==> src/rtl/dac_cmd_sched.sv <==
// Round-robin scheduler sharing one AD5632 serial DAC engine among NREQ requesters.
// Builds the 24-bit write frame, strobes the engine, tracks cs/lt completion and keeps per-channel shadows.

package dac_cmd_sched_pkg;
   localparam int unsigned CODE_W  = 14;
   localparam int unsigned FRAME_W = 32;

   localparam logic [2:0] CMD_WR_INPUT = 3'b000;
   localparam logic [2:0] ADDR_A       = 3'b000;
   localparam logic [2:0] ADDR_B       = 3'b001;

   typedef struct packed {
      logic [7:0]        rsvd_hi;
      logic [1:0]        dont_care;
      logic [2:0]        cmd;
      logic [2:0]        addr;
      logic [CODE_W-1:0] code;
      logic [1:0]        rsvd_lo;
   } dac_frame_t;
endpackage

module dac_cmd_sched
   import dac_cmd_sched_pkg::*;
#(
   parameter int unsigned NREQ    = 4,
   parameter int unsigned TMO_CYC = 4096,
   parameter int unsigned TMO_W   = 13
) (
   input  logic                   bpclk,
   input  logic                   lreset,
   input  logic [NREQ-1:0]        req,
   input  logic [NREQ-1:0]        req_chan,
   input  logic [CODE_W*NREQ-1:0] req_code,
   output logic [NREQ-1:0]        ack,
   output logic                   done,
   output logic                   busy,
   output logic [FRAME_W-1:0]     cmd_dat,
   output logic                   cmd_str,
   input  logic                   eng_cs,
   input  logic                   eng_lt,
   output logic [CODE_W-1:0]      code_a,
   output logic [CODE_W-1:0]      code_b,
   output logic                   err_tmo
);

   localparam int unsigned     IDX_W    = $clog2(NREQ);
   localparam logic [TMO_W-1:0] TMO_LAST = TMO_W'(TMO_CYC - 1);

   typedef enum logic [2:0] {
      ST_IDLE     = 3'd0,
      ST_ISSUE    = 3'd1,
      ST_WAIT_CS  = 3'd2,
      ST_WAIT_CSH = 3'd3,
      ST_WAIT_LT  = 3'd4,
      ST_WAIT_END = 3'd5
   } state_t;

   state_t            r_state,   w_state_nxt;
   logic [NREQ-1:0]   r_ack,     w_ack_nxt;
   logic              r_done,    w_done_nxt;
   logic              r_busy,    w_busy_nxt;
   dac_frame_t        r_cmd_dat, w_cmd_dat_nxt;
   logic              r_cmd_str, w_cmd_str_nxt;
   logic [CODE_W-1:0] r_code_a,  w_code_a_nxt;
   logic [CODE_W-1:0] r_code_b,  w_code_b_nxt;
   logic              r_err,     w_err_nxt;
   logic [IDX_W-1:0]  r_rr,      w_rr_nxt;
   logic [TMO_W-1:0]  r_tmo,     w_tmo_nxt;
   logic              r_chan,    w_chan_nxt;
   logic [CODE_W-1:0] r_code,    w_code_nxt;

   logic              w_found;
   logic [IDX_W-1:0]  w_win;
   logic              w_chan_sel;
   logic [CODE_W-1:0] w_code_sel;
   logic              w_in_wait;
   dac_frame_t        w_frame;

   // Rotating priority scan starting at the round-robin pointer
   always_comb begin : arb
      logic [IDX_W-1:0] v_scan;
      w_found    = 1'b0;
      w_win      = '0;
      w_code_sel = '0;
      v_scan     = '0;
      for (int unsigned k = 0; k < NREQ; k++) begin
         v_scan = IDX_W'((32'(r_rr) + k) % NREQ);
         if (!w_found && req[v_scan]) begin
            w_found = 1'b1;
            w_win   = v_scan;
         end
      end
      w_chan_sel = req_chan[w_win];
      for (int unsigned k = 0; k < NREQ; k++) begin
         if (IDX_W'(k) == w_win) begin
            w_code_sel = req_code[k*CODE_W +: CODE_W];
         end
      end
   end

   // Frame for the latched request
   always_comb begin : frame_build
      w_frame           = '0;
      w_frame.cmd       = CMD_WR_INPUT;
      w_frame.addr      = r_chan ? ADDR_B : ADDR_A;
      w_frame.code      = r_code;
   end

   // Next-state and registered-output values
   always_comb begin : fsm_nxt
      w_state_nxt   = r_state;
      w_ack_nxt     = '0;
      w_done_nxt    = 1'b0;
      w_busy_nxt    = r_busy;
      w_cmd_dat_nxt = r_cmd_dat;
      w_cmd_str_nxt = 1'b0;
      w_code_a_nxt  = r_code_a;
      w_code_b_nxt  = r_code_b;
      w_err_nxt     = r_err;
      w_rr_nxt      = r_rr;
      w_tmo_nxt     = r_tmo;
      w_chan_nxt    = r_chan;
      w_code_nxt    = r_code;
      w_in_wait     = 1'b0;

      case (r_state)
         ST_IDLE: begin
            if (w_found) begin
               w_state_nxt      = ST_ISSUE;
               w_ack_nxt[w_win] = 1'b1;
               w_busy_nxt       = 1'b1;
               w_rr_nxt         = IDX_W'((32'(w_win) + 32'd1) % NREQ);
               w_chan_nxt       = w_chan_sel;
               w_code_nxt       = w_code_sel;
            end
         end
         ST_ISSUE: begin
            w_cmd_dat_nxt = w_frame;
            w_cmd_str_nxt = 1'b1;
            w_tmo_nxt     = '0;
            w_state_nxt   = ST_WAIT_CS;
         end
         ST_WAIT_CS: begin
            w_in_wait = 1'b1;
            if (!eng_cs) w_state_nxt = ST_WAIT_CSH;
         end
         ST_WAIT_CSH: begin
            w_in_wait = 1'b1;
            if (eng_cs) w_state_nxt = ST_WAIT_LT;
         end
         ST_WAIT_LT: begin
            w_in_wait = 1'b1;
            if (!eng_lt) w_state_nxt = ST_WAIT_END;
         end
         ST_WAIT_END: begin
            w_in_wait = 1'b1;
            if (eng_lt) begin
               w_state_nxt = ST_IDLE;
               w_done_nxt  = 1'b1;
               w_busy_nxt  = 1'b0;
               if (r_chan) w_code_b_nxt = r_code;
               else        w_code_a_nxt = r_code;
            end
         end
         default: begin
            w_state_nxt = ST_IDLE;
            w_busy_nxt  = 1'b0;
         end
      endcase

      // Stalled engine: abandon the transfer without completion side effects
      if (w_in_wait) begin
         if (r_tmo == TMO_LAST) begin
            w_state_nxt  = ST_IDLE;
            w_busy_nxt   = 1'b0;
            w_err_nxt    = 1'b1;
            w_done_nxt   = 1'b0;
            w_code_a_nxt = r_code_a;
            w_code_b_nxt = r_code_b;
         end else begin
            w_tmo_nxt = r_tmo + TMO_W'(1);
         end
      end
   end

   always_ff @(posedge bpclk or negedge lreset) begin
      if (!lreset) begin
         r_state   <= ST_IDLE;
         r_ack     <= '0;
         r_done    <= 1'b0;
         r_busy    <= 1'b0;
         r_cmd_dat <= '0;
         r_cmd_str <= 1'b0;
         r_code_a  <= '0;
         r_code_b  <= '0;
         r_err     <= 1'b0;
         r_rr      <= '0;
         r_tmo     <= '0;
         r_chan    <= 1'b0;
         r_code    <= '0;
      end else begin
         r_state   <= w_state_nxt;
         r_ack     <= w_ack_nxt;
         r_done    <= w_done_nxt;
         r_busy    <= w_busy_nxt;
         r_cmd_dat <= w_cmd_dat_nxt;
         r_cmd_str <= w_cmd_str_nxt;
         r_code_a  <= w_code_a_nxt;
         r_code_b  <= w_code_b_nxt;
         r_err     <= w_err_nxt;
         r_rr      <= w_rr_nxt;
         r_tmo     <= w_tmo_nxt;
         r_chan    <= w_chan_nxt;
         r_code    <= w_code_nxt;
      end
   end

   assign ack     = r_ack;
   assign done    = r_done;
   assign busy    = r_busy;
   assign cmd_dat = r_cmd_dat;
   assign cmd_str = r_cmd_str;
   assign code_a  = r_code_a;
   assign code_b  = r_code_b;
   assign err_tmo = r_err;

endmodule

==> config.mk <==
export PLATFORM = sky130hd
export DESIGN_NAME = dac_cmd_sched
export DESIGN_NICKNAME = d
export VERILOG_FILES = /design/src/rtl/dac_cmd_sched.sv
export SDC_FILE = /design/constraint.sdc
export NUM_CORES = 1
export LEC_CHECK = 0
export ABC_AREA = 1
export CAP_MARGIN = 20
export CORE_MARGIN = 4
export CORE_UTILIZATION = 49
export DETAILED_ROUTE_END_ITERATION = 8
export GPL_ROUTABILITY_DRIVEN = 0
export GPL_TIMING_DRIVEN = 0
export PLACE_DENSITY_LB_ADDON = 0.08
export REMOVE_ABC_BUFFERS = 1
export SLEW_MARGIN = 20
export SYNTH_ARGS = -nofsm -noshare
export SYNTH_HDL_FRONTEND = slang
export SYNTH_SLANG_ARGS = --single-unit
==> constraint.sdc <==
create_clock -name bpclk -period 3.6 [get_ports bpclk]
set_input_delay 0.54 -clock bpclk [delete_from_list [all_inputs] [get_ports bpclk]]
set_output_delay 0.54 -clock bpclk [all_outputs]
set_load 0.02 [all_outputs]
**Word level (Yosys, flattened, before mapping)**

Index checks and enable logic that the tools add are counted.

- Bits in registers: 86
- Output and inout bits: 68
- Input bits: 68

- Reduce and logical (&&, ||, !) cells: 13
- Equal/unequal tests: 10
- Mux-type cells: 59
- Magnitude comparators: 6
- Add/sub/neg operators: 5

Operator list:

| kind | count |
|---|---|
| 14-bit two-way mux | 14 |
| 13-bit two-way mux | 3 |
| 1-bit two-way mux | 21 |
| 3-bit two-way mux | 7 |
| 3-bit one-hot mux with 6 select lines | 1 |
| 2-bit by 3-bit < comparator with 1-bit output (second input constant) | 5 |
| 13-bit by 1-bit adder with 13-bit output (second input constant) | 1 |
| 13-bit by 12-bit equality test with 1-bit output (second input constant) | 1 |
| 1-bit binary-select mux with 2-bit select | 5 |
| 2-bit two-way mux | 4 |
| 4-bit two-way mux | 2 |
| 4-bit OR reduction | 2 |
| 3-bit by 2-bit equality test with 1-bit output (second input constant) | 2 |
| 3-bit equality test (second input constant) | 2 |
| 2-bit by 1-bit adder with 2-bit output (second input constant) | 2 |
| 2-bit adder (second input constant) | 2 |
| 2-bit equality test (first input constant) | 2 |
| 1-bit logical AND | 4 |
| 2-bit AND reduction | 2 |
| 3-bit by 1-bit equality test with 1-bit output (second input constant) | 1 |
| 1-bit logical NOT | 3 |
| 3-bit logical NOT | 1 |
| 1-bit one-hot mux with 3 select lines | 1 |
| 1-bit demux with 2-bit select | 1 |
| 4 further kinds | 4 |

**Longest topological paths before layout**

- Depth after elaboration: 18
- Depth in mapped cells: 20

**Worst setup path before layout**

Ideal clock, no wire load.

- Kind: input to register
- Start: input req[3]
- End: register r_code[0]
- Data arrival time: 2.357 ns
- Path buffers: 1
- Setup slack: 1.169 ns
- Required time: 3.526 ns
- Cell stages on the path: 17
- Cells stage by stage: inv_1 > nand2_1 > nand3_1 > nand2_2 > nor2_8 > nand3_4 > nand3_2 > inv_1 > ha_1 > inv_1 > clkbuf_1 > nand3_1 > nand2_1 > o21ai_0 > nand2_1 > o211ai_2 > o21ai_2

- Longest elaborated chain between the ends: 17
- Elaborated cells between the ends (all ways): 31
- Classes of those cells: eq/ne (3); mux (20); reduce/logical (8)

Ends and longest elaborated chain:

| element | RTL line | text |
|---|---|---|
| start, declared | 31 | `input logic [NREQ-1:0] req,` |
| 1-bit binary-select mux with 2-bit select | 88 | `if (!w_found && req[v_scan]) begin` |
| 1-bit two-way mux (not written as such) | 88 |  |
| 1-bit two-way mux | 88 |  |
| 1-bit logical NOT | 88 |  |
| 1-bit logical AND | 88 |  |
| 1-bit two-way mux | 88 |  |
| 1-bit logical NOT | 88 |  |
| 1-bit logical AND | 88 |  |
| 1-bit two-way mux | 88 |  |
| 1-bit logical NOT | 88 |  |
| 1-bit logical AND | 88 |  |
| 2-bit two-way mux | 88 |  |
| 2-bit logical NOT | 95 | `if (IDX_W'(k) == w_win) begin` |
| 14-bit two-way mux (4 in series) | 95 |  |
| end signal, assigned | 214 | `r_code <= w_code_nxt;` |
| end, declared | 70 | `logic [CODE_W-1:0] r_code, w_code_nxt;` |

Parallel ways exist; a longest one is shown, timed or not. The select of a mux whose other input is x is not followed.
A chain may end at the register's enable or synchronous reset.

**Final worst setup path**

- Start: register r_rr[0]
- End: register r_code[9]

- Longest elaborated chain between the ends: 17
- Elaborated cells between the ends (all ways): 34
- Classes of those cells: add/sub (3); eq/ne (3); mux (20); reduce/logical (8)

Ends and longest elaborated chain:

| element | RTL line | text |
|---|---|---|
| start, declared | 67 | `logic [IDX_W-1:0] r_rr, w_rr_nxt;` |
| start signal, assigned | 211 | `r_rr <= w_rr_nxt;` |
| parallel branches: the longest is 17 deep, another holds 2-bit by 1-bit adder with 2-bit output | -- |  |

Several ways; the timed one is not identified. The select of a mux whose other input is x is not followed.

==> flow_metrics.env <==
export IMPL_rsz0062_at_grt="no"
export IMPL_hold_buffers=0
export IMPL_critPathRequiredTime_ns=3.84
export IMPL_postLayoutCellArea_sq_um=5810
export IMPL_dp_cells=730
export IMPL_fin_util_pct=66.0
export IMPL_multi_input_area_sq_um=1950
export IMPL_synth_edf_count=0
export IMPL_ys_seq_area_share_pct=47.1
export IMPL_clockPowerShare_pct=11.9
export IMPL_fin_cells=746
export IMPL_initial_core_util_pct=50.6
export IMPL_cts_buffer_depth=2
export IMPL_worstSetupStartpointType="register"
export IMPL_p_seq_share_pct=25.5
export IMPL_hold_viol=0
export IMPL_pin_count=136
export IMPL_grt_pass1_wl_microns=18000
export IMPL_ys_warn_count=0
export IMPL_total_leakage_power_nw=2.73
export IMPL_hold_slack_ns=0.155
export IMPL_overflow=0
export IMPL_avgViaCountPerCell=5.13
export IMPL_peakVddDrop_mv=0.691
export IMPL_switching_share_pct=49.2
export IMPL_drt_iter0_markers=133
export IMPL_crit_arrival_ns=3.34
export IMPL_place_area_sq_um=5600
export IMPL_cts_sinks=84
export IMPL_p_per_area_nw_per_um2=1030
export IMPL_synth_distinct_cells=36
export IMPL_worstReg2RegStart="r_rr[0]"
export IMPL_die_x_microns=103
export IMPL_fillCellCount=768
export IMPL_p_int_mw=3.03
export IMPL_synth_main_ff_cell="dfrtp_1"
export IMPL_antenna_found_initial=0
export IMPL_wl_per_cell_microns=14.8
export IMPL_drcViolationCount=0
export IMPL_critPathMaxFanout=15
export IMPL_core_area_sq_um=8810
export IMPL_grt_total_usage_pct=21.6
export IMPL_yosysMostFrequentCell="nand2_1"
export IMPL_synth_ff_latch_count=84
export IMPL_num_vias=3825
export IMPL_fin_tns_setup_ns=0
export IMPL_rows=34
export IMPL_final_nets=706
export IMPL_period_share_pct=86.3
export IMPL_regArea_sq_um=2100
export IMPL_endpoint_kind="register"
export IMPL_grt_max_degree=46
export IMPL_combPwrFrac_pct=62.6
export IMPL_drtPass1Iterations=4
export IMPL_p_switching_mw=2.94
export IMPL_relSlewSlack_pct=29.9
export IMPL_ant_nets=0
export IMPL_diodes=0
export IMPL_cts_root_buf="clkbuf_8"
export IMPL_syn_avg_cell_area_sq_um=8.51
export IMPL_cts_reportedPaths_clkPinSlew_ns=0.09
export IMPL_r2r_cells=14
export IMPL_synth_top_area_share_pct=47.1
export IMPL_yosysTopAreaCell="dfrtp_1"
export IMPL_setup_viol=0
export IMPL_min_period_ns=3.11
export IMPL_finClkSkew_ns=0.0131
export IMPL_cts_tree="built"
export IMPL_drive_above_1_share_pct=11.9
export IMPL_area_growth_syn_to_layout_pct=30.4
export IMPL_crit_type="register to register"
export IMPL_netlist_top_cells_count="nand2_1 (133), dfrtp_1 (84), o21ai_0 (69)"
export IMPL_max_freq_mhz=322
export IMPL_port_buffers=118
export IMPL_cts_max_level=3
export IMPL_total_power_mw=5.98
export IMPL_synthArstFlopShare_pct=100
export IMPL_synth_cells=524
export IMPL_reg2reg_to="r_code[9]"
export IMPL_synth_area_leaders="dfrtp_1 (47%), nand2_1 (11%), o21ai_0 (7.7%), inv_1 (3.8%), nand3_1 (3.5%)"
export IMPL_die_area_sq_um=10700
export IMPL_setup_ws_ns=0.494
export IMPL_finalMaxSlewViolations=0
export IMPL_wl_microns=11100
export IMPL_r2r_slack_ns=0.49
export IMPL_cts_made_buffers=9
export IMPL_clk_latency_ns=0.35
export IMPL_synth_area_sq_um=4460
export IMPL_outcome="finished clean"
export IMPL_hpwl_microns=7950
export IMPL_drv_cap=0
export IMPL_post_place_ws_ns=-0.185
export IMPL_tightestPinTransition_ns=1.05
export IMPL_min_path_type="input port to asynchronous set/reset pin"
export IMPL_grt_pass1_vias=3732
export IMPL_chipHeight_microns=103
==> layer usage <==
metal	global-route usage (%)	share of wire (%)	vias to the layer above
met1	28.7	42	1777
met3	5.43	7.4	18
met5	0	0	-
li1	-	-	1909
met2	34.9	49	121
met4	6.37	1.6	0
==> worst max-delay path, stage by stage (launching register included) <==
cell      delay [ns]
dfrtp_1         0.63
nand2_1         0.14
nand3_1         0.14
nand2_2         0.11
nor2_8          0.15
nand3_1         0.08
nand3_1         0.07
nand2_1         0.11
inv_2           0.10
ha_2            0.40
inv_1           0.34
o21ai_0         0.40
nand2_1         0.11
o211ai_2        0.13
o21ai_2         0.07
==> cell families after synthesis <==
group                    synth area share (%)
adder cells (fa/ha/maj)                  1.40
multiplexers                            0.449
flip-flops                               47.1
AND/OR/NAND/NOR                          22.1
other                                  0.0841
buffers and inverters                    10.5
XOR/XNOR                                0.393
AO/OA/AOI/OAI                            17.9
==> registers in the layout, summed over array words and instances, names as in the netlist <==
register	flops
code_a	14
r_tmo	13
cmd_str	1
cmd_dat	15
r_state	3
r_chan	1
code_b	14
err_tmo	1
busy	1
r_code	14
r_rr	2
ack	4
done	1
==> how the worst max path moves through the flow <==
stage	from	cells past startpoint	to
after floorplan	r_rr[0]	16	r_code[4]
after detailed placement	req[1]	16	r_code[9]
after CTS	r_rr[0]	14	r_code[9]
after global routing	r_rr[0]	14	r_code[9]
after global placement	lreset	1	code_a[0]
final	r_rr[0]	14	r_code[9]
==> timing repair <==
item / in CTS / in global routing
endpoints found under the hold margin: 0 / 0
endpoints found under the setup margin: 0 / 14
buffers inserted: 0 / 0
gates resized for setup: 0 / 2
==> power groups by stage <==
stage,Sequential [mW],Clock (mW),Combinational [mW]
2_1_floorplan,1.80,0,2.26
5_1_grt,1.57,0.763,4.20
3_5_place_dp,1.54,0,3.76
3_3_place_gp,1.53,0,3.68
6_report,1.52,0.709,3.74
4_1_cts,1.52,0.720,3.76
==> layout make-up <==
cell class	instances	area share (%)
clock buffers	11	2.60
clock inverters	5	1.03
inverters	52	3.53
multi-input cells	367	33.6
flip-flops and latches	84	36.2
well taps	108	2.32
repair buffers	119	20.7
==> cells in the final DEF, fill, tap and decap left out, types with 2 or more instances in the layout <==
| master | instances |
|---|---|
| dfrtp_1 | 84 |
| o31ai_1 | 2 |
| conb_1 | 17 |
| nand2_4 | 5 |
| nand4_1 | 7 |
| clkbuf_8 | 11 |
| nand3_1 | 31 |
| ha_1 | 3 |
| nor2_1 | 21 |
| inv_2 | 6 |
| nor2_2 | 2 |
| clkdlybuf4s50_1 | 117 |
| o211ai_2 | 11 |
| nand2_1 | 133 |
| nand2_2 | 8 |
| ha_2 | 2 |
| inv_1 | 44 |
| clkinv_4 | 2 |
| o21ai_2 | 17 |
| a21oi_1 | 19 |
| mux2i_1 | 2 |
| xor2_1 | 2 |
| nor3_1 | 4 |
| o21ai_0 | 69 |
| o211ai_1 | 3 |
Note: power is estimated with default switching activity, not from simulation.
